### src/rtl/regfile_param_pkg.sv
// Shared types and constants for the parametrised register file.
// Holds the clear-FSM encoding, default widths and the packed-port slice helper.
package rf_pkg;

  typedef enum logic {
    ST_IDLE  = 1'b0,
    ST_SWEEP = 1'b1
  } rf_state_t;

  localparam int DEF_DATA_W = 16;
  localparam int DEF_ADDR_W = 4;

  // Lowest bit of port `port` in a vector packing ports of `width` bits each.
  function automatic int port_lsb(input int port, input int width);
    return port * width;
  endfunction

endpackage

### src/rtl/regfile_param_if.sv
// Decode/writeback-facing bus of the register file: read ports, write port,
// reservation request and clear sweep control.
interface regfile_param_if
  import rf_pkg::*;
#(
  parameter int DATA_W = DEF_DATA_W,
  parameter int ADDR_W = DEF_ADDR_W,
  parameter int NUM_RD = 2
);

  logic [NUM_RD*ADDR_W-1:0] rd_add;
  logic [NUM_RD*DATA_W-1:0] rd_data;
  logic [NUM_RD-1:0]        rd_busy;
  logic                     wr_en;
  logic [ADDR_W-1:0]        wr_add;
  logic [DATA_W-1:0]        wr_data;
  logic                     rsv_en;
  logic [ADDR_W-1:0]        rsv_add;
  logic                     rsv_ok;
  logic                     clr_req;
  logic                     clr_busy;

  modport master (
    output rd_add, wr_en, wr_add, wr_data, rsv_en, rsv_add, clr_req,
    input  rd_data, rd_busy, rsv_ok, clr_busy
  );

  modport slave (
    input  rd_add, wr_en, wr_add, wr_data, rsv_en, rsv_add, clr_req,
    output rd_data, rd_busy, rsv_ok, clr_busy
  );

endinterface

### src/rtl/regfile_param_scoreboard.sv
// Per-register busy scoreboard: reservations set, accepted writes and the
// clear sweep reset the busy bits; exports rsv_ok and per-port busy flags.
module rf_scoreboard
  import rf_pkg::*;
#(
  parameter int ADDR_W   = DEF_ADDR_W,
  parameter int NUM_RD   = 2,
  parameter int ZERO_REG = 0,
  parameter int BYPASS   = 1
) (
  input  logic                     clk,
  input  logic                     rst,
  input  logic                     sweep,
  input  logic [ADDR_W-1:0]        sweep_add,
  input  logic                     wr_acc,
  input  logic [ADDR_W-1:0]        wr_add,
  input  logic                     rsv_en,
  input  logic [ADDR_W-1:0]        rsv_add,
  input  logic [NUM_RD*ADDR_W-1:0] rd_add,
  output logic                     rsv_ok,
  output logic [NUM_RD-1:0]        rd_busy
);

  localparam int DEPTH = 2 ** ADDR_W;

  logic [DEPTH-1:0] busy;

  always_comb begin
    rsv_ok = !sweep && !busy[rsv_add];
    if (ZERO_REG != 0 && rsv_add == '0) rsv_ok = 1'b0;
  end

  // Reservation is applied after the write clear so a same-cycle reserve wins.
  always_ff @(posedge clk or posedge rst) begin
    if (rst) begin
      busy <= '0;
    end else if (sweep) begin
      busy[sweep_add] <= 1'b0;
    end else begin
      if (wr_acc) busy[wr_add] <= 1'b0;
      if (rsv_en && rsv_ok) busy[rsv_add] <= 1'b1;
    end
  end

  for (genvar i = 0; i < NUM_RD; i++) begin : g_rd
    logic [ADDR_W-1:0] rd_a;
    assign rd_a = rd_add[port_lsb(i, ADDR_W) +: ADDR_W];

    always_comb begin
      rd_busy[i] = busy[rd_a];
      if (BYPASS != 0 && wr_acc && wr_add == rd_a) rd_busy[i] = 1'b0;
      if (ZERO_REG != 0 && rd_a == '0) rd_busy[i] = 1'b0;
    end
  end

endmodule

### src/rtl/regfile_param.sv
// Parametrised multi-port register file with write bypass, optional zero
// register, busy scoreboard and a sequenced clear sweep.
//
//   state    | meaning
//   ST_IDLE  | normal operation; writes, reservations and clr_req accepted
//   ST_SWEEP | zeroing reg[cnt]/busy[cnt] one per cycle; bus inputs ignored
module regfile_param
  import rf_pkg::*;
#(
  parameter int DATA_W   = DEF_DATA_W,
  parameter int ADDR_W   = DEF_ADDR_W,
  parameter int NUM_RD   = 2,
  parameter int ZERO_REG = 0,
  parameter int BYPASS   = 1
) (
  input  logic            clk,
  input  logic            rst,
  regfile_param_if.slave  bus
);

  localparam int DEPTH = 2 ** ADDR_W;

  rf_state_t         state;
  rf_state_t         state_nxt;
  logic [ADDR_W-1:0] cnt;
  logic              sweep;
  logic              wr_acc;
  logic [DATA_W-1:0] mem [DEPTH];

  always_ff @(posedge clk or posedge rst) begin
    if (rst) state <= ST_IDLE;
    else     state <= state_nxt;
  end

  always_comb begin
    state_nxt = state;
    case (state)
      ST_IDLE:  if (bus.clr_req) state_nxt = ST_SWEEP;
      ST_SWEEP: if (cnt == ADDR_W'(DEPTH - 1)) state_nxt = ST_IDLE;
      default:  state_nxt = ST_IDLE;
    endcase
  end

  always_comb begin
    sweep        = (state == ST_SWEEP);
    bus.clr_busy = sweep;
  end

  // Counter idles at 0 so the first sweep cycle clears register 0.
  always_ff @(posedge clk or posedge rst) begin
    if (rst)        cnt <= '0;
    else if (sweep) cnt <= cnt + 1'b1;
    else            cnt <= '0;
  end

  assign wr_acc = bus.wr_en && !sweep && !(ZERO_REG != 0 && bus.wr_add == '0);

  always_ff @(posedge clk or posedge rst) begin
    if (rst) begin
      for (int j = 0; j < DEPTH; j++) mem[j] <= '0;
    end else if (sweep) begin
      mem[cnt] <= '0;
    end else if (wr_acc) begin
      mem[bus.wr_add] <= bus.wr_data;
    end
  end

  for (genvar i = 0; i < NUM_RD; i++) begin : g_rd
    logic [ADDR_W-1:0] rd_a;
    logic [DATA_W-1:0] rd_v;
    assign rd_a = bus.rd_add[port_lsb(i, ADDR_W) +: ADDR_W];

    always_comb begin
      rd_v = mem[rd_a];
      if (BYPASS != 0 && wr_acc && bus.wr_add == rd_a) rd_v = bus.wr_data;
      if (ZERO_REG != 0 && rd_a == '0) rd_v = '0;
    end

    assign bus.rd_data[port_lsb(i, DATA_W) +: DATA_W] = rd_v;
  end

  rf_scoreboard #(
    .ADDR_W   (ADDR_W),
    .NUM_RD   (NUM_RD),
    .ZERO_REG (ZERO_REG),
    .BYPASS   (BYPASS)
  ) u_scoreboard (
    .clk       (clk),
    .rst       (rst),
    .sweep     (sweep),
    .sweep_add (cnt),
    .wr_acc    (wr_acc),
    .wr_add    (bus.wr_add),
    .rsv_en    (bus.rsv_en),
    .rsv_add   (bus.rsv_add),
    .rd_add    (bus.rd_add),
    .rsv_ok    (bus.rsv_ok),
    .rd_busy   (bus.rd_busy)
  );

endmodule

### src/flat_wrapper.sv
// flat-port wrapper written by rule: the top's interface ports become plain ports
module regfile_param_flat import rf_pkg::*;
#(
  parameter int DATA_W   = DEF_DATA_W,
  parameter int ADDR_W   = DEF_ADDR_W,
  parameter int NUM_RD   = 2,
  parameter int ZERO_REG = 0,
  parameter int BYPASS   = 1
)
  (clk, rst, bus_rd_add, bus_wr_en, bus_wr_add, bus_wr_data, bus_rsv_en, bus_rsv_add, bus_clr_req, bus_rd_data, bus_rd_busy, bus_rsv_ok, bus_clr_busy);
  regfile_param_if #(.DATA_W(DATA_W), .ADDR_W(ADDR_W), .NUM_RD(NUM_RD)) bus_i ();
  input  logic clk;
  input  logic rst;
  input wire logic [$bits(bus_i.rd_add)-1:0] bus_rd_add;
  input wire logic [$bits(bus_i.wr_en)-1:0] bus_wr_en;
  input wire logic [$bits(bus_i.wr_add)-1:0] bus_wr_add;
  input wire logic [$bits(bus_i.wr_data)-1:0] bus_wr_data;
  input wire logic [$bits(bus_i.rsv_en)-1:0] bus_rsv_en;
  input wire logic [$bits(bus_i.rsv_add)-1:0] bus_rsv_add;
  input wire logic [$bits(bus_i.clr_req)-1:0] bus_clr_req;
  output wire logic [$bits(bus_i.rd_data)-1:0] bus_rd_data;
  output wire logic [$bits(bus_i.rd_busy)-1:0] bus_rd_busy;
  output wire logic [$bits(bus_i.rsv_ok)-1:0] bus_rsv_ok;
  output wire logic [$bits(bus_i.clr_busy)-1:0] bus_clr_busy;
  assign bus_i.rd_add = bus_rd_add;
  assign bus_i.wr_en = bus_wr_en;
  assign bus_i.wr_add = bus_wr_add;
  assign bus_i.wr_data = bus_wr_data;
  assign bus_i.rsv_en = bus_rsv_en;
  assign bus_i.rsv_add = bus_rsv_add;
  assign bus_i.clr_req = bus_clr_req;
  assign bus_rd_data = bus_i.rd_data;
  assign bus_rd_busy = bus_i.rd_busy;
  assign bus_rsv_ok = bus_i.rsv_ok;
  assign bus_clr_busy = bus_i.clr_busy;
  regfile_param #(.DATA_W(DATA_W), .ADDR_W(ADDR_W), .NUM_RD(NUM_RD), .ZERO_REG(ZERO_REG), .BYPASS(BYPASS)) u_core (.clk(clk), .rst(rst), .bus(bus_i));
endmodule
### config.mk
export PLATFORM = sky130hd
export DESIGN_NAME = regfile_param_flat
export DESIGN_NICKNAME = d
export VERILOG_FILES = /design/src/rtl/regfile_param_pkg.sv /design/src/rtl/regfile_param_if.sv /design/src/rtl/regfile_param_scoreboard.sv /design/src/rtl/regfile_param.sv /design/src/flat_wrapper.sv
export SDC_FILE = /design/constraint.sdc
export NUM_CORES = 1
export LEC_CHECK = 0
export BUFFER_PORTS_ARGS = -buffer_cell sky130_fd_sc_hd__buf_2
export CORE_ASPECT_RATIO = 1.1
export CORE_MARGIN = 1
export CORE_UTILIZATION = 41
export CTS_CLUSTER_DIAMETER = 50
export DETAILED_ROUTE_END_ITERATION = 10
export GPL_ROUTABILITY_DRIVEN = 0
export PLACE_DENSITY = 0.64
export SLEW_MARGIN = 10
export SYNTH_ARGS = -nofsm -noshare
export SYNTH_HDL_FRONTEND = slang
export SYNTH_HIERARCHICAL = 1
export SYNTH_SLANG_ARGS = --single-unit
### constraint.sdc
create_clock -name clk -period 23.4 [get_ports clk]
set_input_delay 1.17 -clock clk [delete_from_list [all_inputs] [get_ports clk]]
set_output_delay 1.17 -clock clk [all_outputs]
set_load 0.01 [all_outputs]
==> results.toml, run 1 <==
[run_status]
outcome = "finished, final reports clean"

[synth]
synth_most_common_cell = "dfrtp_1"
syn_nets = 1156
synthDistinctLibCells = 50
synth_area_leaders = "dfrtp_1, mux4_2, a22o_1, mux2i_1, mux2_2"
yosys-top-cells-count = "dfrtp_1, a22o_1, mux4_2"
synth-seq-cells = 277
ys_warn_count = 6
yosys.area_share.xor_xnor_pct = 1.02
synth_adder_area_share_pct = 0.404
synthMuxAreaShare_pct = 29.3
synth_edf_count = 0
ys_seq_area_share_pct = 44.8
synth_simple_gate_area_share_pct = 3.53
syn_area_per_cell_um2 = 13.9
synth_top_family_by_area = "multiplexers"
synth_compound_area_share_pct = 17.3
yosysTopAreaCell = "dfrtp_1"
synthCells = 1114
synth_area_um2 = 15500
synth_flop_cell = "dfrtp_1"
synth_top_cell_area_share_pct = 44.8
async_reset_ff_share_pct = 100

[clock_tree]
post_cts_buffers = 0
cts.clk_slew.worst_paths_ns = 0.05
ctsResizeCount = 0
cts_buffers = 36
clock_latency_ns = 0.54
hold_buffers = 0
tritoncts = "yes"
cts.sinks = 277
h-tree-depth = 2
ctsLongestPathBuffers = 3
root_buffer = "clkbuf_16"

[worst_setup_path]
ff2ff_setup_slack_ns = 20.22
crit_start = "bus_rd_add[4]"
cp-end-kind = "primary output"
worst_ep_required_time_ns = 22.23
arrival_ns = 4.36
rr_startpoint = "u_core/bus.clr_busy$_DFF_PP0_"
path_class = "in -> out"
cp-start-kind = "primary input"
crit_fanout = 39

[run]
drv_cap = 0

[sta]
setup_viol = 0
finalWorstPathRequiredPeriod_ns = 5.53
hold_violations = 0
skew_ns = 0.0234
fmax_ghz = 0.181
relSlewSlack_pct = 16.6
finalMaxSlewViolations = 0
worst_pin_slew_ns = 1.25
fin_crit_sh_pct = 23.6
fin_ws_ns = 17.87
final.setup.tns_ns = 0
rsz0062_at_grt = "no"

[worst_hold_path]
hold_class = "reg -> reg"
worstHoldStart = "u_core/mem[134]$_DFFE_PP0P_"

[floorplan]
core_area_um2 = 37100
initial_core_util_pct = 41.7
die_h_um = 206
rows = 74
die_w_um = 187
ios = 73
die_area_um2 = 38500

[placement]
dp.final_hpwl_um = 28400
numPortBuffers = 72
pre_cts_ws_ns = 18.00

[drt]
dr_wl_met2_um = 21700
first_pass_iters = 5
postRouteAntennaNets = 0
drcViolationCount = 0
dr.max_layer_used = "met4"
wl_um = 47500
m1WireLength_um = 19400
wl_per_cell_um = 28.7
viasPerCell = 6.68
wl_met3_um = 4760
drt-initial-drc-count = 1243
vias = 11100

[grt]
grt_pass1_vias = 11500
grt_max_degree = 120
antenna_found_initial = 0
grt_pass1_wl_um = 72600
grt.total_usage_pct = 25.1
grt_overflow = 0

[finish]
drive_gt1_share_pct = 30.5
num-nets-final = 1176
synthToLayoutAreaGrowth_pct = 12.2
diodes = 0

[power]
leakage_uw = 0.00775
peakVddDrop_uv = 52.8
pwr_density_cell_nw_per_um2 = 89.2
per-stage QoR:
step,util (%),total power (uW),instance area [um2],instances,hold slack [ns]
6_report,46.8,1550,17400,1655,0.514
5_1_grt,46.8,1610,17400,1655,0.530
3_5_place_dp,43.6,992,16200,1590,0.496
3_3_place_gp,43.6,985,16200,1590,0.493
4_1_cts,46.8,1550,17400,1655,0.517
2_1_floorplan,-,868,15500,1114,0.477
sequential cells by signal, indices dropped and copies added (netlist names):
register,flops
u_core/mem,256
u_core/cnt,4
u_core/bus.clr_busy,1
u_core/u_scoreboard/busy,16
kinds of logic after synthesis:
logic type / after synthesis
DFF: 277
buffers and inverters: 129
and+or+nand+nor: 86
xor gates and xnor gates: 18
muxes: 276
adders and majority gates: 5
AOI/OAI and AO/OA: 323
final cells by class:
cell class / count / area, um2
sequential: 277 / 6930
tap: 494 / 618
inverter: 8 / 37.5
clock inverter: 11 / 165
timing repair buffer: 103 / 603
multi-input combinational: 708 / 7990
clock buffer: 54 / 1030
fill: 3233 / 19800
layer usage:
metal	GRT usage, %	vias to the layer above
met5	0	-
li1	-	4536
met3	6.12	124
met1	34.4	5791
met4	9.57	0
met2	38.7	607
report_power, final:
group          total (uW)  internal (uW)  switching, uW
logic                 368            168            200
clock network         556            340            217
registers             625            554           70.2
total                1550           1060            487
cell usage in the layout, fill, tap and decap left out, types with 4 or more instances in the layout:
cell type,instances
inv_1,6
nand2_1,13
mux4_2,138
a21oi_2,6
a22o_1,256
xor2_1,13
nand3_1,7
nand4_1,6
xnor2_1,5
nand2b_1,7
buf_2,68
ha_1,5
buf_4,35
o221ai_1,4
clkbuf_16,36
clkbuf_8,6
dfrtp_1,277
mux2i_1,104
a22oi_1,9
nor2_1,14
mux2_2,34
and2_1,4
a21oi_1,12
clkbuf_1,12
o21ai_0,24
nor3_1,4
path summary, 6_finish.rpt:
check,cells past startpoint,endpoint
max,7,bus_rd_data[25]
min,1,u_core/mem[134]$_DFFE_PP0P_
max reg2reg,5,u_core/mem[254]$_DFFE_PP0P_
min reg2reg,1,u_core/mem[134]$_DFFE_PP0P_
max in group asynchronous,3,u_core/mem[193]$_DFFE_PP0P_
min in group asynchronous,2,u_core/u_scoreboard/busy[12]$_DFF_PP0_
critical path, cell delays in order:
cell,delay (ns)
buf_4,0.46
buf_4,0.72
xor2_1,0.15
nor3_1,0.20
nand3_1,0.80
mux2_2,0.59
buf_2,0.15
Note: power is estimated with default switching activity, not from simulation.
==> inputs of run 2 (changes only) <==
- PLACE_DENSITY: 0.64 -> 0.66
- clock period: 23.4 -> 5 ns (I/O delays scaled with it)
==> results.toml, run 2 (synthesis results as in run 1) <==
[run_status]
outcome = "finished, final reports clean"

[clock_tree]
post_cts_buffers = 0
clock_latency_ns = 0.51
hold_buffers = 1
h-tree-depth = 2
tritoncts = "yes"
ctsResizeCount = 0
cts_buffers = 35
cts.clk_slew.worst_paths_ns = 0.06
ctsLongestPathBuffers = 3
cts.sinks = 277
root_buffer = "clkbuf_16"

[grt]
grt_pass1_vias = 11500
grt.total_usage_pct = 25.3
grt_overflow = 0
grt_max_degree = 70
grt_pass1_wl_um = 73700
antenna_found_initial = 0

[finish]
largest_register_ffs = 256
stdcell_count = 1654
nFillCells = 3242
diodes = 0
top_regs = "u_core/mem x256, u_core/u_scoreboard/busy x16, u_core/cnt x4"
multi_input_area_um2 = 8000
drive_gt1_share_pct = 31.3
synthToLayoutAreaGrowth_pct = 12.1
final_cell_mix = "dfrtp_1, a22o_1, mux4_2"
final_util_pct = 46.7
top_register = "u_core/mem"
mostFrequentLayoutCell = "dfrtp_1"
num-nets-final = 1182
register_area_um2 = 6930

[sta]
hold_violations = 0
fin_ws_ns = 1.68
rsz0062_at_grt = "no"
skew_ns = 0.0214
fmax_ghz = 0.301
finalMaxSlewViolations = 0
final.setup.tns_ns = 0
finalWorstPathRequiredPeriod_ns = 3.32
fin_crit_sh_pct = 66.4
worst_pin_slew_ns = 1.32
relSlewSlack_pct = 12.0
setup_viol = 0

[drt]
wl_um = 47700
vias = 11300
wl_per_cell_um = 28.8
drcViolationCount = 0
drt-initial-drc-count = 1259
postRouteAntennaNets = 0
first_pass_iters = 7
viasPerCell = 6.82

[placement]
pre_cts_ws_ns = 1.98
numPortBuffers = 72
post-place-cells = 1596
dp.final_hpwl_um = 29000

[worst_setup_path]
path_cells = "nor2b_1 > nand3_1 > mux2_2 > buf_2"
worst_ep_required_time_ns = 4.75
crit_start = "u_core/bus.clr_busy$_DFF_PP0_"
slowest_stage = "nand3_1"
rr_startpoint = "u_core/bus.clr_busy$_DFF_PP0_"
cp-end-kind = "primary output"
arrival_ns = 3.07
cp-start-kind = "flip-flop"
crit_fanout = 16
cpLargestDelayFamily = "simple AND/OR/NAND/NOR gates"
path_buf_inv = 1
crit_path_max_incr_delay_ns = 0.89
path_class = "reg -> out"

[power]
peakVddDrop_uv = 231
finalPower_uw = 7070
pwr_density_cell_nw_per_um2 = 407
leakage_uw = 0.00773

[worst_hold_path]
worstHoldStart = "bus_clr_req"
hold_class = "in -> reg"

[floorplan]
die_area_um2 = 38500
ios = 73
die_w_um = 187
die_h_um = 206
rows = 74
initial_core_util_pct = 41.7
core_area_um2 = 37100

[run]
drv_cap = 0
run 2: layout make-up:
class | instances | share of cell area [%]
Tap cell | 494 | 3.56
Timing Repair Buffer | 110 | 3.94
Clock buffer | 42 | 5.43
Sequential cell | 277 | 40.0
Inverter | 8 | 0.195
Multi-Input combinational cell | 708 | 46.1
Clock inverter | 15 | 0.793
run 2: metal layers:
metal	vias up	share of wire, %	global-route usage, %	wire (um)
met2	676	46	38.7	21800
met4	0	2.2	7.03	1050
met5	-	0	0	0
met1	5971	42	35.8	20200
met3	78	9.7	6.09	4640
li1	4560	-	-	-
run 2: path summary, 6_finish.rpt:
check,to,cells past startpoint,slack (ns)
setup / recovery,bus_rd_data[15],4,1.68
hold / removal,u_core/bus.clr_busy$_DFF_PP0_,3,0.05
setup reg to reg,u_core/mem[240]$_DFFE_PP0P_,5,1.90
hold reg to reg,u_core/mem[167]$_DFFE_PP0P_,1,0.51
max in group asynchronous,u_core/mem[192]$_DFFE_PP0P_,4,3.58
min in group asynchronous,u_core/mem[28]$_DFFE_PP0P_,3,0.26
run 2: through the flow:
stage | instance area, um2 | hold slack [ns]
global route | 17300 | 0.0423
finish | 17300 | 0.0490
CTS | 17300 | 0.0240
floorplan | 15500 | 0.164
global placement | 16300 | 0.228
detailed placement | 16300 | 0.225
run 2: power by group:
| group | internal, uW | switching [uW] |
|---|---|---|
| logic | 794 | 949 |
| clock network | 1400 | 984 |
| registers | 2590 | 343 |
run 2: tightest hold or removal path, cell delays in order:
cell,delay [ns]
buf_2,0.09
nor2_1,0.05
a21oi_1,0.12
==> inputs of run 3 (changes only) <==
- PLACE_DENSITY: 0.66 -> 0.64
- clock period: 5 -> 3.1 ns (I/O delays scaled with it)
==> results.toml, run 3 (synthesis results as in run 1) <==
[finish]
final_cell_mix = "dfrtp_1, a22o_1, mux4_2"
top_register = "u_core/mem"
top_regs = "u_core/mem x256, u_core/u_scoreboard/busy x16, u_core/cnt x4"
final_cell_area_um2 = 17800
diodes = 0
largest_register_ffs = 256
synthToLayoutAreaGrowth_pct = 15.1
mostFrequentLayoutCell = "dfrtp_1"
num-nets-final = 1206
drive_gt1_share_pct = 33.4

[grt]
grt_overflow = 0
grt_max_degree = 76
grt.total_usage_pct = 25.8
antenna_found_initial = 0
grt_pass1_vias = 11600
grt_pass1_wl_um = 74600

[placement]
numPortBuffers = 72
place_area_um2 = 16500
dp.final_hpwl_um = 29800

[floorplan]
core_area_um2 = 37100
die_h_um = 206
rows = 74
initial_core_util_pct = 41.7
ios = 73
die_area_um2 = 38500
die_w_um = 187

[worst_setup_path]
arrival_ns = 2.40
crit_fanout = 3
cp-start-kind = "flip-flop"
path_class = "reg -> out"
r2r-end = "u_core/mem[35]$_DFFE_PP0P_"
critical_path.most_common_cell = "mux2i_1"
cpLargestDelayFamily = "multiplexers"
slowest_stage = "mux4_2"
path_cells = "mux4_2 > mux2i_1 > mux2i_1 > mux2_2 > buf_2"
rr_worst_depth = 4
rr_startpoint = "u_core/cnt[1]$_DFF_PP0_"
path_buf_inv = 1
cp-end-kind = "primary output"
crit_path_max_incr_delay_ns = 0.52
worst_ep_required_time_ns = 2.94
ff2ff_setup_slack_ns = 0.65

[clock_tree]
hold_buffers = 2
tritoncts = "yes"
cts.clk_slew.worst_paths_ns = 0.06
cts.sinks = 277
post_cts_buffers = 0
root_buffer = "clkbuf_16"
clock_latency_ns = 0.52
cts_buffers = 37
ctsResizeCount = 0
h-tree-depth = 2
ctsLongestPathBuffers = 3

[power]
finalPower_uw = 11900
pwr_density_cell_nw_per_um2 = 669
leakage_uw = 0.00797
peakVddDrop_uv = 410

[worst_hold_path]
worstHoldStart = "bus_rsv_add[0]"
hold_class = "in -> reg"
hold_depth = 2
min_to = "u_core/u_scoreboard/busy[14]$_DFF_PP0_"

[run_status]
outcome = "finished, final reports clean"

[drt]
vias = 11400
drt-initial-drc-count = 1070
wl_um = 48600
viasPerCell = 6.73
postRouteAntennaNets = 0
wl_per_cell_um = 28.8
drcViolationCount = 0
first_pass_iters = 6

[sta]
worst_pin_slew_ns = 1.37
setup_viol = 0
fmax_ghz = 0.391
relSlewSlack_pct = 8.80
whs_ns = 0.0320
fin_crit_sh_pct = 82.5
finalMaxSlewViolations = 0
rsz0062_at_grt = "no"
finalWorstPathRequiredPeriod_ns = 2.56
hold_violations = 0
skew_ns = 0.0182

[run]
drv_cap = 0
==> run 3: cell types whose count changed in the layout (fill, tap and decap cells not counted), moves of 2 or more <==
cell / previous run / this run
buf_12: 2 / 11
buf_4: 39 / 51
bufinv_16: 1 / 3
clkbuf_16: 35 / 39
clkbuf_8: 4 / 1
clkinv_2: 3 / 8
clkinv_4: 1 / 3
==> run 3: layout make-up <==
| cell class | count | area, um2 |
|---|---|---|
| clock buffer | 42 | 997 |
| clock inverter | 26 | 260 |
| fill | 3239 | 19300 |
| inverter | 8 | 33.8 |
| multi-input combinational | 708 | 8010 |
| sequential | 277 | 6930 |
| tap | 494 | 618 |
| timing repair buffer | 132 | 963 |
==> run 3: power breakdown <==
group / leakage, uW / internal, uW / total [uW] / switching (uW)
registers: 0.00384 / 4190 / 4710 / 525
clock network: 0.000612 / 2610 / 4330 / 1720
logic: 0.00352 / 1320 / 2880 / 1560
==> run 3: worst max-delay path by stage <==
stage	from	end	slack, ns	cells after the start
global placement	bus_rd_add[0]	bus_rd_data[11]	0.68	7
CTS	u_core/mem[0]$_DFFE_PP0P_	bus_rd_data[16]	0.55	5
floorplan	rst	u_core/bus.clr_busy$_DFF_PP0_	-0.50	1
finish	u_core/mem[0]$_DFFE_PP0P_	bus_rd_data[16]	0.54	5
detailed placement	bus_rd_add[3]	bus_rd_data[9]	0.67	7
global route	u_core/bus.clr_busy$_DFF_PP0_	bus_rd_data[25]	0.48	5
==> run 3: metrics by stage <==
stage / util, % / instances / worst slack [ns] / setup TNS [ns]
floorplan: - / 1114 / -0.497 / -129.60
global placement: 44.5 / 1617 / 0.676 / 0
detailed placement: 44.5 / 1617 / 0.670 / 0
CTS: 48.0 / 1687 / 0.552 / 0
global route: 48.0 / 1687 / 0.478 / 0
finish: 48.0 / 1687 / 0.542 / 0
==> run 3: worst reg2reg max path: stages, from the launching register on <==
cell	delay, ns
dfrtp_1	0.54
inv_1	0.13
ha_1	0.32
a21oi_2	1.10
a22o_1	0.30
==> run 3: routing by layer <==
layer	GRT usage, %	vias up	wire, um
li1	-	4610	-
met5	0	-	0
met1	35.7	5992	20000
met3	6.45	107	4770
met2	40.1	645	22400
met4	8.11	0	1350
